**src/rtl/unshift_origin_pkg.sv**
```systemverilog
// ---------------------------------------------------------------------------
// unshift_origin_pkg
//
// Purpose:
//   Shared render-pipeline definitions. The screen-centre origin offsets and
//   the screen limits live here so that the forward origin shift and its
//   inverse (unshift_origin) always agree on the same constants.
//
// Contents:
//   ORIGIN_X / ORIGIN_Y : screen-centre offset, 5 fractional bits (320, 240 px)
//   SCR_W / SCR_H       : screen size limits, 5 fractional bits (640, 480 px)
//   NUM_VTX / LAST_IDX  : vertices per quad and index of the final vertex
//   state_e             : two-state emitter FSM encoding
//   vertex_t            : one X/Y/Z vertex, signed 16-bit per coordinate
//   isLastVertex()      : helper that flags the final vertex of a quad
// ---------------------------------------------------------------------------
package unshift_origin_pkg;

    localparam logic [15:0] ORIGIN_X = 16'h2800;
    localparam logic [15:0] ORIGIN_Y = 16'h1e00;
    localparam logic [15:0] SCR_W    = 16'h5000;
    localparam logic [15:0] SCR_H    = 16'h3c00;

    localparam int          NUM_VTX  = 4;
    localparam logic [1:0]  LAST_IDX = 2'd3;

    typedef enum logic {
        IDLE = 1'b0,
        SEND = 1'b1
    } state_e;

    typedef struct packed {
        logic signed [15:0] x;
        logic signed [15:0] y;
        logic signed [15:0] z;
    } vertex_t;

    function automatic logic isLastVertex(input logic [1:0] idx);
        return (idx == LAST_IDX);
    endfunction

endpackage

```
**src/rtl/vtx_unshift.sv**
```systemverilog
// ---------------------------------------------------------------------------
// vtx_unshift
//
// Purpose:
//   Combinational inverse origin shift for one vertex. Moves a screen-space
//   vertex (origin top-left) into centred space by subtracting the origin
//   offsets with plain 16-bit two's complement wrap, so that it exactly
//   undoes the forward shift. Also reports whether the original screen-space
//   position lies inside the visible screen.
//
// Ports:
//   vtx_i      : input  vertex_t  screen-space vertex
//   vtx_o      : output vertex_t  centred-space vertex (Z passes through)
//   onscreen_o : output 1 bit     0 <= X < SCR_W and 0 <= Y < SCR_H (signed)
// ---------------------------------------------------------------------------
module vtx_unshift
    import unshift_origin_pkg::vertex_t;
#(
    parameter logic signed [15:0] ORIGIN_X = unshift_origin_pkg::ORIGIN_X,
    parameter logic signed [15:0] ORIGIN_Y = unshift_origin_pkg::ORIGIN_Y,
    parameter logic signed [15:0] SCR_W    = unshift_origin_pkg::SCR_W,
    parameter logic signed [15:0] SCR_H    = unshift_origin_pkg::SCR_H
)(
    input  vertex_t vtx_i,
    output vertex_t vtx_o,
    output logic    onscreen_o
);

    logic signed [15:0] inX;
    logic signed [15:0] inY;
    logic               xInside;
    logic               yInside;

    assign inX = vtx_i.x;
    assign inY = vtx_i.y;

    // Subtraction deliberately wraps: the forward shift adds the same
    // offsets with wrap, so no saturation is applied here either.
    assign vtx_o.x = inX - ORIGIN_X;
    assign vtx_o.y = inY - ORIGIN_Y;
    assign vtx_o.z = vtx_i.z;

    // Visibility is judged on the screen-space coordinates, before the
    // shift, with the far edges excluded.
    assign xInside    = (inX >= 16'sd0) && (inX < SCR_W);
    assign yInside    = (inY >= 16'sd0) && (inY < SCR_H);
    assign onscreen_o = xInside && yInside;

endmodule

```
**src/rtl/unshift_origin.sv**
```systemverilog
// ---------------------------------------------------------------------------
// unshift_origin
//
// Purpose:
//   Accepts a quad of four screen-space vertices in one handshake and emits
//   them one vertex per cycle in centred space (origin offsets removed),
//   tagged with the vertex index, a last flag and an on-screen flag.
//   A new quad can be taken on the cycle the final vertex is consumed, so a
//   steady stream runs at four cycles per quad with no bubbles.
//
// Ports:
//   clk, rst_n             : clock, asynchronous active-low reset
//   in_valid / in_ready    : quad input handshake
//   vtx1_X .. vtx4_Z       : 12 signed 16-bit screen-space coordinates
//   out_valid / out_ready  : vertex output handshake
//   out_X, out_Y, out_Z    : centred-space coordinates of the current vertex
//   out_idx                : vertex number 0..3 (vtx1..vtx4)
//   out_last               : high on the final vertex of the quad
//   out_onscreen           : the current vertex was inside the screen
// ---------------------------------------------------------------------------
module unshift_origin
    import unshift_origin_pkg::state_e;
    import unshift_origin_pkg::vertex_t;
    import unshift_origin_pkg::IDLE;
    import unshift_origin_pkg::SEND;
    import unshift_origin_pkg::NUM_VTX;
    import unshift_origin_pkg::LAST_IDX;
    import unshift_origin_pkg::isLastVertex;
#(
    parameter logic [15:0] ORIGIN_X = unshift_origin_pkg::ORIGIN_X,
    parameter logic [15:0] ORIGIN_Y = unshift_origin_pkg::ORIGIN_Y,
    parameter logic [15:0] SCR_W    = unshift_origin_pkg::SCR_W,
    parameter logic [15:0] SCR_H    = unshift_origin_pkg::SCR_H
)(
    input  logic               clk,
    input  logic               rst_n,

    input  logic               in_valid,
    output logic               in_ready,
    input  logic signed [15:0] vtx1_X,
    input  logic signed [15:0] vtx1_Y,
    input  logic signed [15:0] vtx1_Z,
    input  logic signed [15:0] vtx2_X,
    input  logic signed [15:0] vtx2_Y,
    input  logic signed [15:0] vtx2_Z,
    input  logic signed [15:0] vtx3_X,
    input  logic signed [15:0] vtx3_Y,
    input  logic signed [15:0] vtx3_Z,
    input  logic signed [15:0] vtx4_X,
    input  logic signed [15:0] vtx4_Y,
    input  logic signed [15:0] vtx4_Z,

    output logic               out_valid,
    input  logic               out_ready,
    output logic signed [15:0] out_X,
    output logic signed [15:0] out_Y,
    output logic signed [15:0] out_Z,
    output logic [1:0]         out_idx,
    output logic               out_last,
    output logic               out_onscreen
);

    state_e  state_q;
    state_e  state_d;
    logic [1:0] idx_q;
    logic [1:0] idx_d;

    vertex_t quad_q [NUM_VTX];
    vertex_t inQuad [NUM_VTX];

    logic    captureQuad;
    vertex_t curVtx;
    vertex_t shiftVtx;
    logic    curOnscreen;

    assign inQuad[0] = {vtx1_X, vtx1_Y, vtx1_Z};
    assign inQuad[1] = {vtx2_X, vtx2_Y, vtx2_Z};
    assign inQuad[2] = {vtx3_X, vtx3_Y, vtx3_Z};
    assign inQuad[3] = {vtx4_X, vtx4_Y, vtx4_Z};

    // A quad is taken whenever both sides of the input handshake agree;
    // this covers both the idle case and the back-to-back case.
    assign captureQuad = in_valid && in_ready;

    // State register: FSM state and the index of the vertex on the output.
    // Reset drops any partially emitted quad.
    always_ff @(posedge clk or negedge rst_n) begin
        if (!rst_n) begin
            state_q <= IDLE;
            idx_q   <= 2'd0;
        end else begin
            state_q <= state_d;
            idx_q   <= idx_d;
        end
    end

    // Quad storage: loaded only on an accepted input handshake so the
    // outputs stay frozen while the consumer stalls.
    always_ff @(posedge clk or negedge rst_n) begin
        if (!rst_n) begin
            for (int i = 0; i < NUM_VTX; i++) begin
                quad_q[i] <= '0;
            end
        end else if (captureQuad) begin
            for (int i = 0; i < NUM_VTX; i++) begin
                quad_q[i] <= inQuad[i];
            end
        end
    end

    // Next-state logic: walk idx 0..3 on each output handshake; after the
    // last vertex either restart on a waiting quad or fall back to IDLE.
    always_comb begin
        state_d = state_q;
        idx_d   = idx_q;
        unique case (state_q)
            IDLE: begin
                idx_d = 2'd0;
                if (in_valid) begin
                    state_d = SEND;
                end
            end
            SEND: begin
                if (out_ready) begin
                    if (!isLastVertex(idx_q)) begin
                        idx_d = idx_q + 2'd1;
                    end else if (in_valid) begin
                        idx_d = 2'd0;
                    end else begin
                        idx_d   = 2'd0;
                        state_d = IDLE;
                    end
                end
            end
            default: begin
                state_d = IDLE;
                idx_d   = 2'd0;
            end
        endcase
    end

    assign curVtx = quad_q[idx_q];

    vtx_unshift #(
        .ORIGIN_X (ORIGIN_X),
        .ORIGIN_Y (ORIGIN_Y),
        .SCR_W    (SCR_W),
        .SCR_H    (SCR_H)
    ) u_vtx_unshift (
        .vtx_i      (curVtx),
        .vtx_o      (shiftVtx),
        .onscreen_o (curOnscreen)
    );

    // Output logic: the vertex outputs are forced to zero outside SEND so
    // that idle and reset present a clean all-zero bus. in_ready reaches
    // out_ready combinationally only on the last vertex, which is what
    // allows a new quad to follow without a gap.
    always_comb begin
        out_valid    = 1'b0;
        out_X        = '0;
        out_Y        = '0;
        out_Z        = '0;
        out_idx      = 2'd0;
        out_last     = 1'b0;
        out_onscreen = 1'b0;
        in_ready     = (state_q == IDLE);
        if (state_q == SEND) begin
            out_valid    = 1'b1;
            out_X        = shiftVtx.x;
            out_Y        = shiftVtx.y;
            out_Z        = shiftVtx.z;
            out_idx      = idx_q;
            out_last     = (idx_q == LAST_IDX);
            out_onscreen = curOnscreen;
            in_ready     = (idx_q == LAST_IDX) && out_ready;
        end
    end

endmodule
```
**config.mk**
```make
export PLATFORM = sky130hd
export DESIGN_NAME = unshift_origin
export DESIGN_NICKNAME = d
export VERILOG_FILES = /design/src/rtl/unshift_origin_pkg.sv /design/src/rtl/vtx_unshift.sv /design/src/rtl/unshift_origin.sv
export SDC_FILE = /design/constraint.sdc
export NUM_CORES = 1
export LEC_CHECK = 0
export ABC_AREA = 1
export BUFFER_PORTS_ARGS = -buffer_cell sky130_fd_sc_hd__buf_2
export CAP_MARGIN = 20
export CORE_AREA = 2 2 186 188
export DETAILED_ROUTE_END_ITERATION = 8
export DIE_AREA = 0 0 188 190
export PLACE_DENSITY = 0.48
export SLEW_MARGIN = 20
export SYNTH_ARGS = -nofsm -noshare
export SYNTH_HDL_FRONTEND = slang
export SYNTH_SLANG_ARGS = --single-unit
```
**constraint.sdc**
```tcl
create_clock -name clk -period 3.7 [get_ports clk]
set_input_delay 0.37 -clock clk [delete_from_list [all_inputs] [get_ports clk]]
set_output_delay 0.37 -clock clk [all_outputs]
set_load 0.1 [all_outputs]
```
# --- Yosys cells after proc, flatten, opt, wreduce, memory -nomap -nowiden ---
# Index checks and enable logic that the tools add are counted.
totals:
  reg_bits: 195
  latchBits: 0
  ramBits: 0
  romBits: 0
  output_inout_bits: 54
  n_memories: 0
classes:
  add_sub_neg: 3
  multipliers: 0
  div: 0
  magnitude_cmp: 5
  eq_ne: 2
  shift: 0
  mux: 18
  bitwise: 2
  n_reduce_logical: 5
ops:
  columns: ["cell", "n"]
  rows:
  - ["$bmux W48 S2", 1]
  - ["$mux W48", 2]
  - ["$mux W16", 3]
  - ["$ge A16 B1 Y1 const B", 2]
  - ["$lt A16 B15 Y1 const B", 1]
  - ["$lt A16 B16 Y1 const B", 1]
  - ["$sub A16 B14 Y16 const B", 1]
  - ["$sub A16 B15 Y16 const B", 1]
  - ["$mux W1", 7]
  - ["$mux W2", 3]
  - ["$logic_and A1 B1 Y1", 5]
  - ["$pmux W2 S2", 1]
  - ["$ge A3 B3 Y1 const B", 1]
  - ["$not A2 Y3", 1]
  - ["$add A2 B1 Y2 const B", 1]
  - ["$eq A2 B2 Y1 const B", 1]
  - ["$ne A2 B2 Y1 const B", 1]
  - ["$pmux W1 S2", 1]
  - ["$not A1 Y1", 1]

# --- Depth between registers and ports, before layout ---
# Gate-level depths: netlist (run 1).
logic_depth:
  depth_word: 8
  ltp_mapped: 13

# --- Hierarchy ---
# Synthesis (run 1) repeated with hierarchy kept, for this count alone.
hier_totals:
  hier_cells: 1543
  hier_area_um2: 10895.4
by_module_without_submodules:
  columns: ["module", "n_inst", "cells_each", "area_per_inst_um2"]
  rows:
  - ["unshift_origin", 1, 1470, 10415.0]
  - ["vtx_unshift", 1, 73, 480.5]

# --- Worst setup path after synthesis (run 1) ---
# Ideal clock, no wire load.
synth_path:
  kind: "register to output"
  start: "reg idx_q[0]"
  end: "out out_Y[13]"
  arrival_time_ns: 2.926
  required_ns: 3.330
  setup_slack_ns: 0.404
  stages_incl_launch_ff: 12
  n_path_buf: 3
  path_cell_list: "dfrtp_1 -> buf_6 -> inv_6 -> buf_6 -> buf_6 -> nand2_1 -> o211ai_2 -> nand2_2 -> ha_1 -> nand3_2 -> o21ai_1 -> a21oi_1"
synth_between:
  elab_chain_len: 6
synth_lines:
  columns: ["item", "line_no", "text"]
  rows:
  - ["start, declared", "unshift_origin.sv:65", "logic [1:0] idx_q;"]
  - ["start signal, assigned", "unshift_origin.sv:93", "idx_q <= idx_d;"]
  - ["$not A2 Y3 (not written as such)", "unshift_origin.sv:142", "assign curVtx = quad_q[idx_q];"]
  - ["$bmux W48 S2", "unshift_origin.sv:142", null]
  - ["$mux W48 (not written as such) (2 in a row)", "unshift_origin.sv:142", null]
  - ["$sub A16 B14 Y16", "vtx_unshift.sv:40", "assign vtx_o.y = inY - ORIGIN_Y;"]
  - ["$mux W16", "unshift_origin.sv:168", "if (state_q == SEND) begin"]
  - ["end, declared", "unshift_origin.sv:56", "output logic signed [15:0] out_Y,"]
# Every way passes these cells. The select of a mux whose other input is x is not followed.

# --- Worst setup path after layout (run 1) ---
layout_path:
  start: "reg idx_q[0]"
  end: "out out_X[15]"
layout_between:
  elab_chain_len: 6
layout_lines:
  columns: ["item", "line_no", "text"]
  rows:
  - ["$not A2 Y3 (not written as such)", "unshift_origin.sv:142", null]
  - ["$bmux W48 S2", "unshift_origin.sv:142", null]
  - ["$mux W48 (not written as such) (2 in a row)", "unshift_origin.sv:142", null]
  - ["$sub A16 B15 Y16", "vtx_unshift.sv:39", "assign vtx_o.x = inX - ORIGIN_X;"]
  - ["$mux W16", "unshift_origin.sv:168", null]
  - ["end, declared", "unshift_origin.sv:55", "output logic signed [15:0] out_X,"]
# Every way passes these cells. The select of a mux whose other input is x is not followed.

==> reports/results.ini, run 1 <==
[clock_tree]
clk_path_buf_depth=2
root_buffer=clkbuf_16
cts_tree=built
cts_setup_buffers=0
clkTransAtPathRegs_ps=70
cts_hold_buf=0
htree_levels=4
post_cts_resized=0
cts.sinks=195
cts-buffers-inserted=17
worstSkewPairLatency_ps=460

[finish]
final_nets=1300
multi_input_area_sq_um=4340
nFillCells=3460
drive_gt1_share_pct=44.9
seqCellArea_sq_um=4880
instances_no_fill=1571
final_util_pct=35.2
syn2layout_area_growth_pct=23.6

[timing]
fin_crit_sh_pct=88.1
setup-tns-final_ps=0
slew_headroom_pct=34.8
max_freq_mhz=307
whs_ps=-2.79
grt_setup_unrepaired=false
tightest_slew_ps=977
timing_hold_violations_final=4
min_period_ps=3260
setup_viol=0
clock_skew_ps=17.4
drv_slew=0

[outcome]
violations=negative hold slack
status=complete, but fails checks

[die]
die_x_um=188
die_area_sq_um=35700
floorplan.rows=68
die_h_um=190
io_pins=250
initial_core_util_pct=28.5
core_area_sq_um=33900

[setup_path]
arrival_ps=2890
critPathKind=reg2out
required_ps=3330
path_max_fanout=41
start_kind=flop
cp-end-kind=output pin

[grt]
first_global_vias=7293
grt_pass1_wl_um=42600
grt.total_usage_pct=15.5
overflow=0
grt_max_degree=94
antenna_found_initial=6

[place]
io_buffers=249
gp_congestion=0.798
dp_cells=1537
dp_hpwl_um=18600

[yosys]
yosysTopAreaCellShare_pct=50.5
syn-num-nets=1071
synth_top_cells_by_area=dfrtp_1 50%, mux2_4 16%, mux2_2 9.1%, nor2_1 6.3%, o21ai_0 3.9%
synth_cells=872
ys_seq_area_share_pct=50.5
synth_edf_count=0
synth_cell_type_count=28
synthFlopType=dfrtp_1
synth_seq_cells=195
synth_area_leader_cell=dfrtp_1
syn-cell-area_sq_um=9660
ys_warn_count=0
avgSynthCellArea_sq_um=11.1
async_flop_share_pct=100

[drt]
viasPerCell=4.51
vias=7078
ant_nets=0
routed_wl_um=26800
dr.pass1.iters=6
wl_per_cell_um=17.1
drt_iter0_markers=297
drc=0

[min_path]
hold_class=in2async

[run]
timing.max_cap.violations=0

[synth_stat cells (2+ instances only)]
master and n:
ha_1 3, nand3_1 25, o21ai_0 75, o211ai_2 2
buf_1 3, mux2_2 78, buf_6 17, nand2_1 81
a21oi_2 2, nand3_2 3, a21oi_1 49, nor2_1 161
inv_2 2, nand2_2 7, mux2_4 100, buf_2 26
dfrtp_1 195, mux2_1 8, clkbuf_1 12, inv_1 15
[layout by cell type, fill, tap and decap left out, drive strengths merged]
| master | n |
|---|---|
| a21oi | 51 |
| buf | 267 |
| bufinv | 2 |
| clkbuf | 19 |
| clkinv | 4 |
| clkinvlp | 1 |
| dfrtp | 195 |
| diode | 2 |
| ha | 3 |
| inv | 25 |
| mux2 | 186 |
| nand2 | 89 |
| nand3 | 28 |
| nand4 | 1 |
| nor2 | 161 |
| nor3 | 1 |
| o211ai | 2 |
| o21ai | 76 |
| o31ai | 1 |
| or2 | 1 |
| xnor2 | 1 |
[registers in the layout, summed over array words and instances, names as in the netlist]
register / count
quad_q: 192
idx_q: 2
state_q: 1
[critical path, stage by stage, from the launching register on]
cell	delay (ps)
dfrtp_4	630
inv_6	330
nand2_1	110
nand3_1	110
nand2_1	100
ha_1	200
or2_1	260
nand3_1	80
nand2_1	50
nor2_1	100
buf_2	440
[routing by layer]
metal	vias up	part of all wire, %	track usage [%]
met2	196	45	23.8
li1	3401	-	-
met1	3452	47	21.1
met5	-	0.21	0
met3	21	6.8	5.11
met4	8	0.99	3.79
[worst paths after layout]
| kind | start | end | slack (ps) | cells after the start |
|---|---|---|---|---|
| setup reg to reg | idx_q[1] | quad_q[97] | 1130 | 7 |
| hold reg to reg | quad_q[49] | quad_q[49] | 490 | 1 |
| hold / removal | rst_n | quad_q[25] | -3 | 1 |
| max in group asynchronous | rst_n | quad_q[61] | 2770 | 2 |
| min in group clk | vtx3_Z[4] | quad_q[52] | 120 | 2 |
| setup / recovery | idx_q[0] | out_X[15] | 440 | 10 |
[layout make-up]
cell class	instances	share of cell area (%)
sequential	195	40.9
multi-input combinational	601	36.4
timing repair buffer	268	12.3
tap	455	4.77
clock buffer	18	3.68
clock inverter	14	1.37
inverter	18	0.608
antenna	2	0.0419
[kinds of logic (layout without fill, tap and decap cells)]
group                      after synthesis  after routing  synth area share, %
xor gates and xnor gates                 1              1               0.0907
buffers and inverters                   76            318                 4.66
DFF                                    195            195                 50.5
AOI/OAI and AO/OA                      130            130                 6.99
and+or+nand+nor                        281            281                 11.8
adders and majority gates                3              3                0.388
muxes                                  186            186                 25.6
other                                    0              2                    0
[through the flow]
stage                     worst slack (ps)  instance area, sq um  hold slack, ps
after floorplan                        404                  9660            74.4
after global placement                 946                 11300             476
after detailed placement               913                 11300             483
after CTS                              418                 11900            44.6
after global routing                   233                 11900            48.5
final                                  441                 11900           -2.79
Power of run 1 is left out: the tool's default activity adds up to more than one toggle a clock period on the data nets, which glitch-free logic cannot reach.
==> run 2: changes to the inputs <==
--- a/config.mk
+++ b/config.mk
@@ -8,11 +8,12 @@
 export ABC_AREA = 1
 export BUFFER_PORTS_ARGS = -buffer_cell sky130_fd_sc_hd__buf_2
 export CAP_MARGIN = 20
-export CORE_AREA = 2 2 186 188
+export CORE_AREA = 2 2 197 199
 export DETAILED_ROUTE_END_ITERATION = 8
-export DIE_AREA = 0 0 188 190
-export PLACE_DENSITY = 0.48
+export DIE_AREA = 0 0 199 201
+export PLACE_DENSITY = 0.47
 export SLEW_MARGIN = 20
 export SYNTH_ARGS = -nofsm -noshare
 export SYNTH_HDL_FRONTEND = slang
+export SYNTH_HIERARCHICAL = 1
 export SYNTH_SLANG_ARGS = --single-unit
==> run 2 against run 1 <==
  * The flow now finishes without violations
  * Worst setup slack better by 56 ps
  * Clock-buffer cell count is 3 higher
  * First-iteration DRC count is 120% higher
  * Global-route usage is 3.0 points higher
  * Highest routed layer is now met4
  * Area after synthesis is 13% higher
  * Cell area is 7.5% higher
  * Worst hold slack better by 150 ps
==> reports/results.ini, run 2 <==
[clock_tree]
cts.sinks=195  ; unchanged
cts-buffers-inserted=17  ; unchanged
root_buffer=clkbuf_16  ; unchanged
clk_path_buf_depth=2  ; unchanged
cts_tree=built  ; unchanged
htree_levels=4  ; unchanged
clkTransAtPathRegs_ps=80  ; was 70 ps
worstSkewPairLatency_ps=450  ; was 460 ps

[drt]
wl_per_cell_um=16.0  ; was 17.1 um
vias=9769  ; was 7078
highest_layer=met4  ; was met5
ant_nets=0  ; unchanged
met2_length_um=15300  ; was 12100 um
wl_met1_um=18200  ; was 12600 um
dr.pass1.iters=5  ; was 6
drc=0  ; unchanged
wl_met3_um=1370  ; was 1830 um
routed_wl_um=35700  ; was 26800 um
drt_iter0_markers=664  ; was 297
viasPerCell=4.37  ; was 4.51

[setup_path]
start_kind=flop  ; unchanged
critPathKind=reg2out  ; unchanged
path_max_fanout=38  ; was 41
required_ps=3330  ; about the same
arrival_ps=2830  ; was 2890 ps
cp-end-kind=output pin  ; unchanged

[finish]
top_register=quad_q  ; unchanged
seqCellArea_sq_um=4890  ; was 4880 sq um
syn2layout_area_growth_pct=17.8  ; was 23.6%
nFillCells=4252  ; was 3460
drive_gt1_share_pct=21.1  ; was 44.9%
multi_input_area_sq_um=4350  ; was 4340 sq um
reg_top3=quad_q (192), idx_q (2), state_q (1)  ; unchanged
final_nets=1898  ; was 1300
layout_commonest_cell=nand2_1  ; was buf_2
largest_reg_flops=192  ; unchanged
final_cell_mix=636 x nand2_1, 292 x nand3_1, 240 x buf_2, 209 x inv_1, 192 x dfrtp_1  ; was 246 x buf_2, 193 x dfrtp_1, 161 x nor2_1, 100 x mux2_4, 81 x nand2_1

[timing]
drv_slew=0  ; unchanged
slew_headroom_pct=43.7  ; was 34.8%
grt_setup_unrepaired=false  ; unchanged
clock_skew_ps=10.8  ; was 17.4 ps
setup_viol=0  ; unchanged
fin_crit_sh_pct=86.5  ; was 88.1%
max_freq_mhz=312  ; was 307 MHz
timing_hold_violations_final=0  ; was 4
min_period_ps=3200  ; was 3260 ps
setup-tns-final_ps=0  ; unchanged
tightest_slew_ps=845  ; was 977 ps

[yosys]
synthTopCellsByCount=636 x nand2_1, 292 x nand3_1, 210 x inv_1, 195 x dfrtp_1, 51 x buf_2  ; was 195 x dfrtp_1, 161 x nor2_1, 100 x mux2_4, 81 x nand2_1, 78 x mux2_2
syn-num-nets=1742  ; was 1071
synth_top_cells_by_area=dfrtp_1 45%, nand2_1 22%, nand3_1 13%, inv_1 7.2%, buf_4 3.1%  ; was dfrtp_1 50%, mux2_4 16%, mux2_2 9.1%, nor2_1 6.3%, o21ai_0 3.9%
synth_area_leader_cell=dfrtp_1  ; unchanged
synth_seq_cells=195  ; unchanged
syn-cell-area_sq_um=10900  ; was 9660 sq um
ys_seq_area_share_pct=44.8  ; was 50.5%
synthMostInstantiatedCell=nand2_1  ; was dfrtp_1
synth_cells=1543  ; was 872
avgSynthCellArea_sq_um=7.06  ; was 11.1 sq um
ys_warn_count=6  ; was 0
synth_cell_type_count=21  ; was 28
async_flop_share_pct=100  ; unchanged
synth_edf_count=0  ; unchanged
yosysTopAreaCellShare_pct=44.8  ; was 50.5%
synthFlopType=dfrtp_1  ; unchanged

[grt]
grt.total_usage_pct=18.5  ; was 15.5%
grt_max_degree=174  ; was 94
antenna_found_initial=3  ; was 6
first_global_vias=9825  ; was 7293
grt_pass1_wl_um=56300  ; was 42600 um
overflow=0  ; unchanged

[outcome]
status=finished, final reports clean  ; was complete, but fails checks

[die]
die_area_sq_um=40000  ; was 35700 sq um
io_pins=250  ; unchanged
die_h_um=201  ; was 190 um
initial_core_util_pct=28.6  ; was 28.5%
floorplan.rows=72  ; was 68
die_x_um=199  ; was 188 um
core_area_sq_um=38100  ; was 33900 sq um

[place]
io_buffers=249  ; unchanged
gp_congestion=0.903  ; was 0.798
dp_hpwl_um=25300  ; was 18600 um

[min_path]
hold_class=in2reg  ; was in2async

[run]
timing.max_cap.violations=0  ; unchanged

## run 2: worst paths after layout
path	slack [ps]	to	cells after the start	start
setup / recovery	500	out_Y[14]	12	idx_q[0]
hold / removal	150	quad_q[97]	3	vtx2_Z[1]
setup reg to reg	970	quad_q[44]	7	idx_q[0]
hold reg to reg	460	quad_q[179]	2	quad_q[179]
max in group asynchronous	2280	quad_q[156]	3	rst_n
min in group asynchronous	440	quad_q[54]	2	rst_n
## run 2: cell families (layout without fill, tap and decap cells)
group / Yosys count / in the layout / synth area share, %
AO/OA/AOI/OAI: 5 / 5 / 0.264
XOR/XNOR: 7 / 7 / 0.563
adder cells (fa/ha/maj): 3 / 3 / 0.345
buffers and inverters: 348 / 517 / 15.5
flip-flops: 195 / 195 / 44.8
other: 0 / 3 / 0
AND/OR/NAND/NOR: 985 / 985 / 38.5
## run 2: final cells by class
cell class / instances / share of cell area, %
Inverter: 210 / 6.14
Sequential cell: 195 / 38.1
Clock buffer: 21 / 3.59
Tap cell: 518 / 5.05
Antenna cell: 3 / 0.0585
Multi-Input combinational cell: 1000 / 33.9
Clock inverter: 11 / 0.624
Timing Repair Buffer: 275 / 12.6
## run 2: worst max-delay path, stage by stage, from the launching register on
cell     delay (ps)
dfrtp_4         670
inv_1           110
buf_4           250
nand2_1         100
nand3_1         150
nand2_1         200
nand4_1         170
nand2_1          90
nand2_1          50
nand2_1          50
nand2_1          50
inv_1            60
buf_2           410
## run 2: stage by stage
stage	cell area (sq um)	hold slack, ps	utilization [%]	instances	setup slack [ps]
6_report	12800	147	33.7	2233	498
5_1_grt	12800	135	33.7	2233	269
4_1_cts	12800	122	33.7	2230	512
3_5_place_dp	12300	370	32.2	2197	1010
3_3_place_gp	12300	373	32.2	2197	1020
2_1_floorplan	10900	74.4	-	1543	1070
## run 2: timing repair
action	4_1_cts	5_1_grt
buffers inserted	0	0
endpoints found under the hold margin	48	0
resized for setup	0	0
hold buffers	1	0
## run 2: per-layer routing
layer / up-vias / global-route usage [%]
met1: 4595 / 28.0
li1: 4939 / -
met2: 198 / 26.5
met3: 37 / 2.57
met5: - / 0
met4: 0 / 6.77
Power of run 2 is left out for the same reason.
==> run 3: changes to the inputs <==
--- a/config.mk
+++ b/config.mk
@@ -8,10 +8,13 @@
 export ABC_AREA = 1
 export BUFFER_PORTS_ARGS = -buffer_cell sky130_fd_sc_hd__buf_2
 export CAP_MARGIN = 20
+export CELL_PAD_IN_SITES_DETAIL_PLACEMENT = 1
+export CELL_PAD_IN_SITES_GLOBAL_PLACEMENT = 2
 export CORE_AREA = 2 2 197 199
 export DETAILED_ROUTE_END_ITERATION = 8
 export DIE_AREA = 0 0 199 201
-export PLACE_DENSITY = 0.47
+export GPL_TIMING_DRIVEN = 0
+export PLACE_DENSITY = 0.77
 export SLEW_MARGIN = 20
 export SYNTH_ARGS = -nofsm -noshare
 export SYNTH_HDL_FRONTEND = slang
==> run 3 against run 2 <==
  * First-iteration DRC count shrank 31%
  * Global-route usage grew 2.4 points
  * Critical path depth grew 2
  * Non-clock buffer count grew 114
==> reports/results.ini, run 3 (same netlist as run 2, synthesis figures left out) <==
[timing]
max_freq_mhz=289  ; was 312 MHz
setup_viol=0  ; unchanged
drv_slew=0  ; unchanged
timing_hold_violations_final=0  ; unchanged
min_period_ps=3460  ; was 3200 ps
grt_setup_unrepaired=false  ; unchanged
tightest_slew_ps=729  ; was 845 ps
slew_headroom_pct=51.4  ; was 43.7%
fin_crit_sh_pct=93.6  ; was 86.5%
clock_skew_ps=5.72  ; was 10.8 ps

[setup_path]
critPathKind=reg2out  ; unchanged
path_max_fanout=10  ; was 38
required_ps=3330  ; about the same
start_kind=flop  ; unchanged
arrival_ps=3090  ; was 2830 ps
cp-end-kind=output pin  ; unchanged

[drt]
drt_iter0_markers=459  ; was 664
wl_per_cell_um=17.3  ; was 16.0 um
dr.pass1.iters=5  ; unchanged
drc=0  ; unchanged
ant_nets=0  ; unchanged
routed_wl_um=40600  ; was 35700 um
viasPerCell=4.40  ; was 4.37
vias=10323  ; was 9769

[grt]
overflow=0  ; unchanged
first_global_vias=10935  ; was 9825
grt_pass1_wl_um=62400  ; was 56300 um
antenna_found_initial=0  ; was 3
grt.total_usage_pct=20.9  ; was 18.5%
grt_max_degree=89  ; was 174

[run]
timing.max_cap.violations=0  ; unchanged

[clock_tree]
cts.sinks=195  ; unchanged
clk_path_buf_depth=2  ; unchanged
worstSkewPairLatency_ps=450  ; about the same
root_buffer=clkbuf_16  ; unchanged
cts-buffers-inserted=17  ; unchanged
htree_levels=4  ; unchanged
clkTransAtPathRegs_ps=70  ; was 80 ps
cts_tree=built  ; unchanged

[finish]
drive_gt1_share_pct=24.6  ; was 21.1%
final_cell_mix=636 x nand2_1, 294 x buf_2, 292 x nand3_1, 210 x inv_1, 195 x dfrtp_1  ; was 636 x nand2_1, 292 x nand3_1, 240 x buf_2, 209 x inv_1, 192 x dfrtp_1
largest_reg_flops=192  ; unchanged
top_register=quad_q  ; unchanged
final_nets=2012  ; was 1898
syn2layout_area_growth_pct=23.4  ; was 17.8%
reg_top3=quad_q (192), idx_q (2), state_q (1)  ; unchanged
postLayoutCellArea_sq_um=13400  ; was 12800 sq um
layout_commonest_cell=nand2_1  ; unchanged
n_antenna_cell=0  ; was 3
nFillCells=4894  ; was 4252

[outcome]
status=finished, final reports clean  ; unchanged

[die]
initial_core_util_pct=28.6  ; unchanged
die_x_um=199  ; unchanged
die_h_um=201  ; unchanged
die_area_sq_um=40000  ; unchanged
floorplan.rows=72  ; unchanged
io_pins=250  ; unchanged
core_area_sq_um=38100  ; unchanged

[place]
dp_hpwl_um=32100  ; was 25300 um
io_buffers=248  ; was 249
gp_congestion=0.873  ; was 0.903
placed_area_sq_um=12800  ; was 12300 sq um

[min_path]
hold_class=in2reg  ; unchanged

## run 3: cell types whose count changed in the layout (fill, tap and decap cells not counted), moves of 11 or more
| cell | change |
|---|---|
| buf_12 | -11 |
| clkbuf_1 | +19 |
| buf_2 | +54 |
| buf_6 | +19 |
| buf_4 | +24 |
## run 3: stage by stage
| step | setup WS, ps | std cells | hold slack [ps] | TNS, ps | util, % |
|---|---|---|---|---|---|
| 6_report | 237 | 2344 | 143 | 0 | 35.3 |
| 5_1_grt | 22.4 | 2344 | 150 | 0 | 35.3 |
| 4_1_cts | 24.7 | 2344 | 116 | 0 | 35.3 |
| 3_5_place_dp | 524 | 2311 | 261 | 0 | 33.7 |
| 3_3_place_gp | -1310 | 2309 | 445 | -251460 | 33.6 |
| 2_1_floorplan | 1070 | 1543 | 74.4 | 0 | - |
## run 3: cell type report
class / instances / area, sq um / area share, %
plain buffers: 138 / 907 / 6.75
well taps: 518 / 648 / 4.82
flip-flops and latches: 195 / 4880 / 36.3
repair buffers: 251 / 1320 / 9.83
multi-input cells: 1000 / 4330 / 32.2
clock buffers: 24 / 502 / 3.73
clock inverters: 8 / 72.6 / 0.540
inverters: 210 / 788 / 5.86
## run 3: metal layers
| layer | wire, um | global-route usage (%) |
|---|---|---|
| met5 | 0 | 0 |
| met4 | 903 | 6.64 |
| met3 | 1150 | 2.59 |
| met1 | 20100 | 29.5 |
| met2 | 18500 | 33.3 |
## run 3: path summary, 6_finish.rpt
check                            start     endpoint  slack (ps)  depth (start not counted)
max                           idx_q[1]    out_Y[15]         240                         14
min                          out_ready     idx_q[1]         140                          2
min in group asynchronous        rst_n   quad_q[55]         380                          2
max reg2reg                   idx_q[0]   quad_q[14]        2020                          7
min reg2reg                quad_q[153]  quad_q[153]         460                          2
max in group asynchronous        rst_n  quad_q[108]        2560                          3
## run 3: repair_timing
item	in CTS	in global routing
setup buffers	0	0
hold buffers	1	0
setup endpoints to repair	0	2
endpoints found under the hold margin	33	0
gates resized for setup	0	6
## run 3: worst max-delay path, stage by stage (launching register included)
cell	delay (ps)
dfrtp_1	380
buf_2	200
inv_1	110
buf_2	230
clkbuf_4	270
nand3_1	180
nand2_1	160
ha_1	210
nand3_1	180
nand3_1	120
nand2_1	50
nand2_1	50
nand2_1	70
inv_1	90
clkbuf_4	320
Power of run 3 is left out for the same reason.
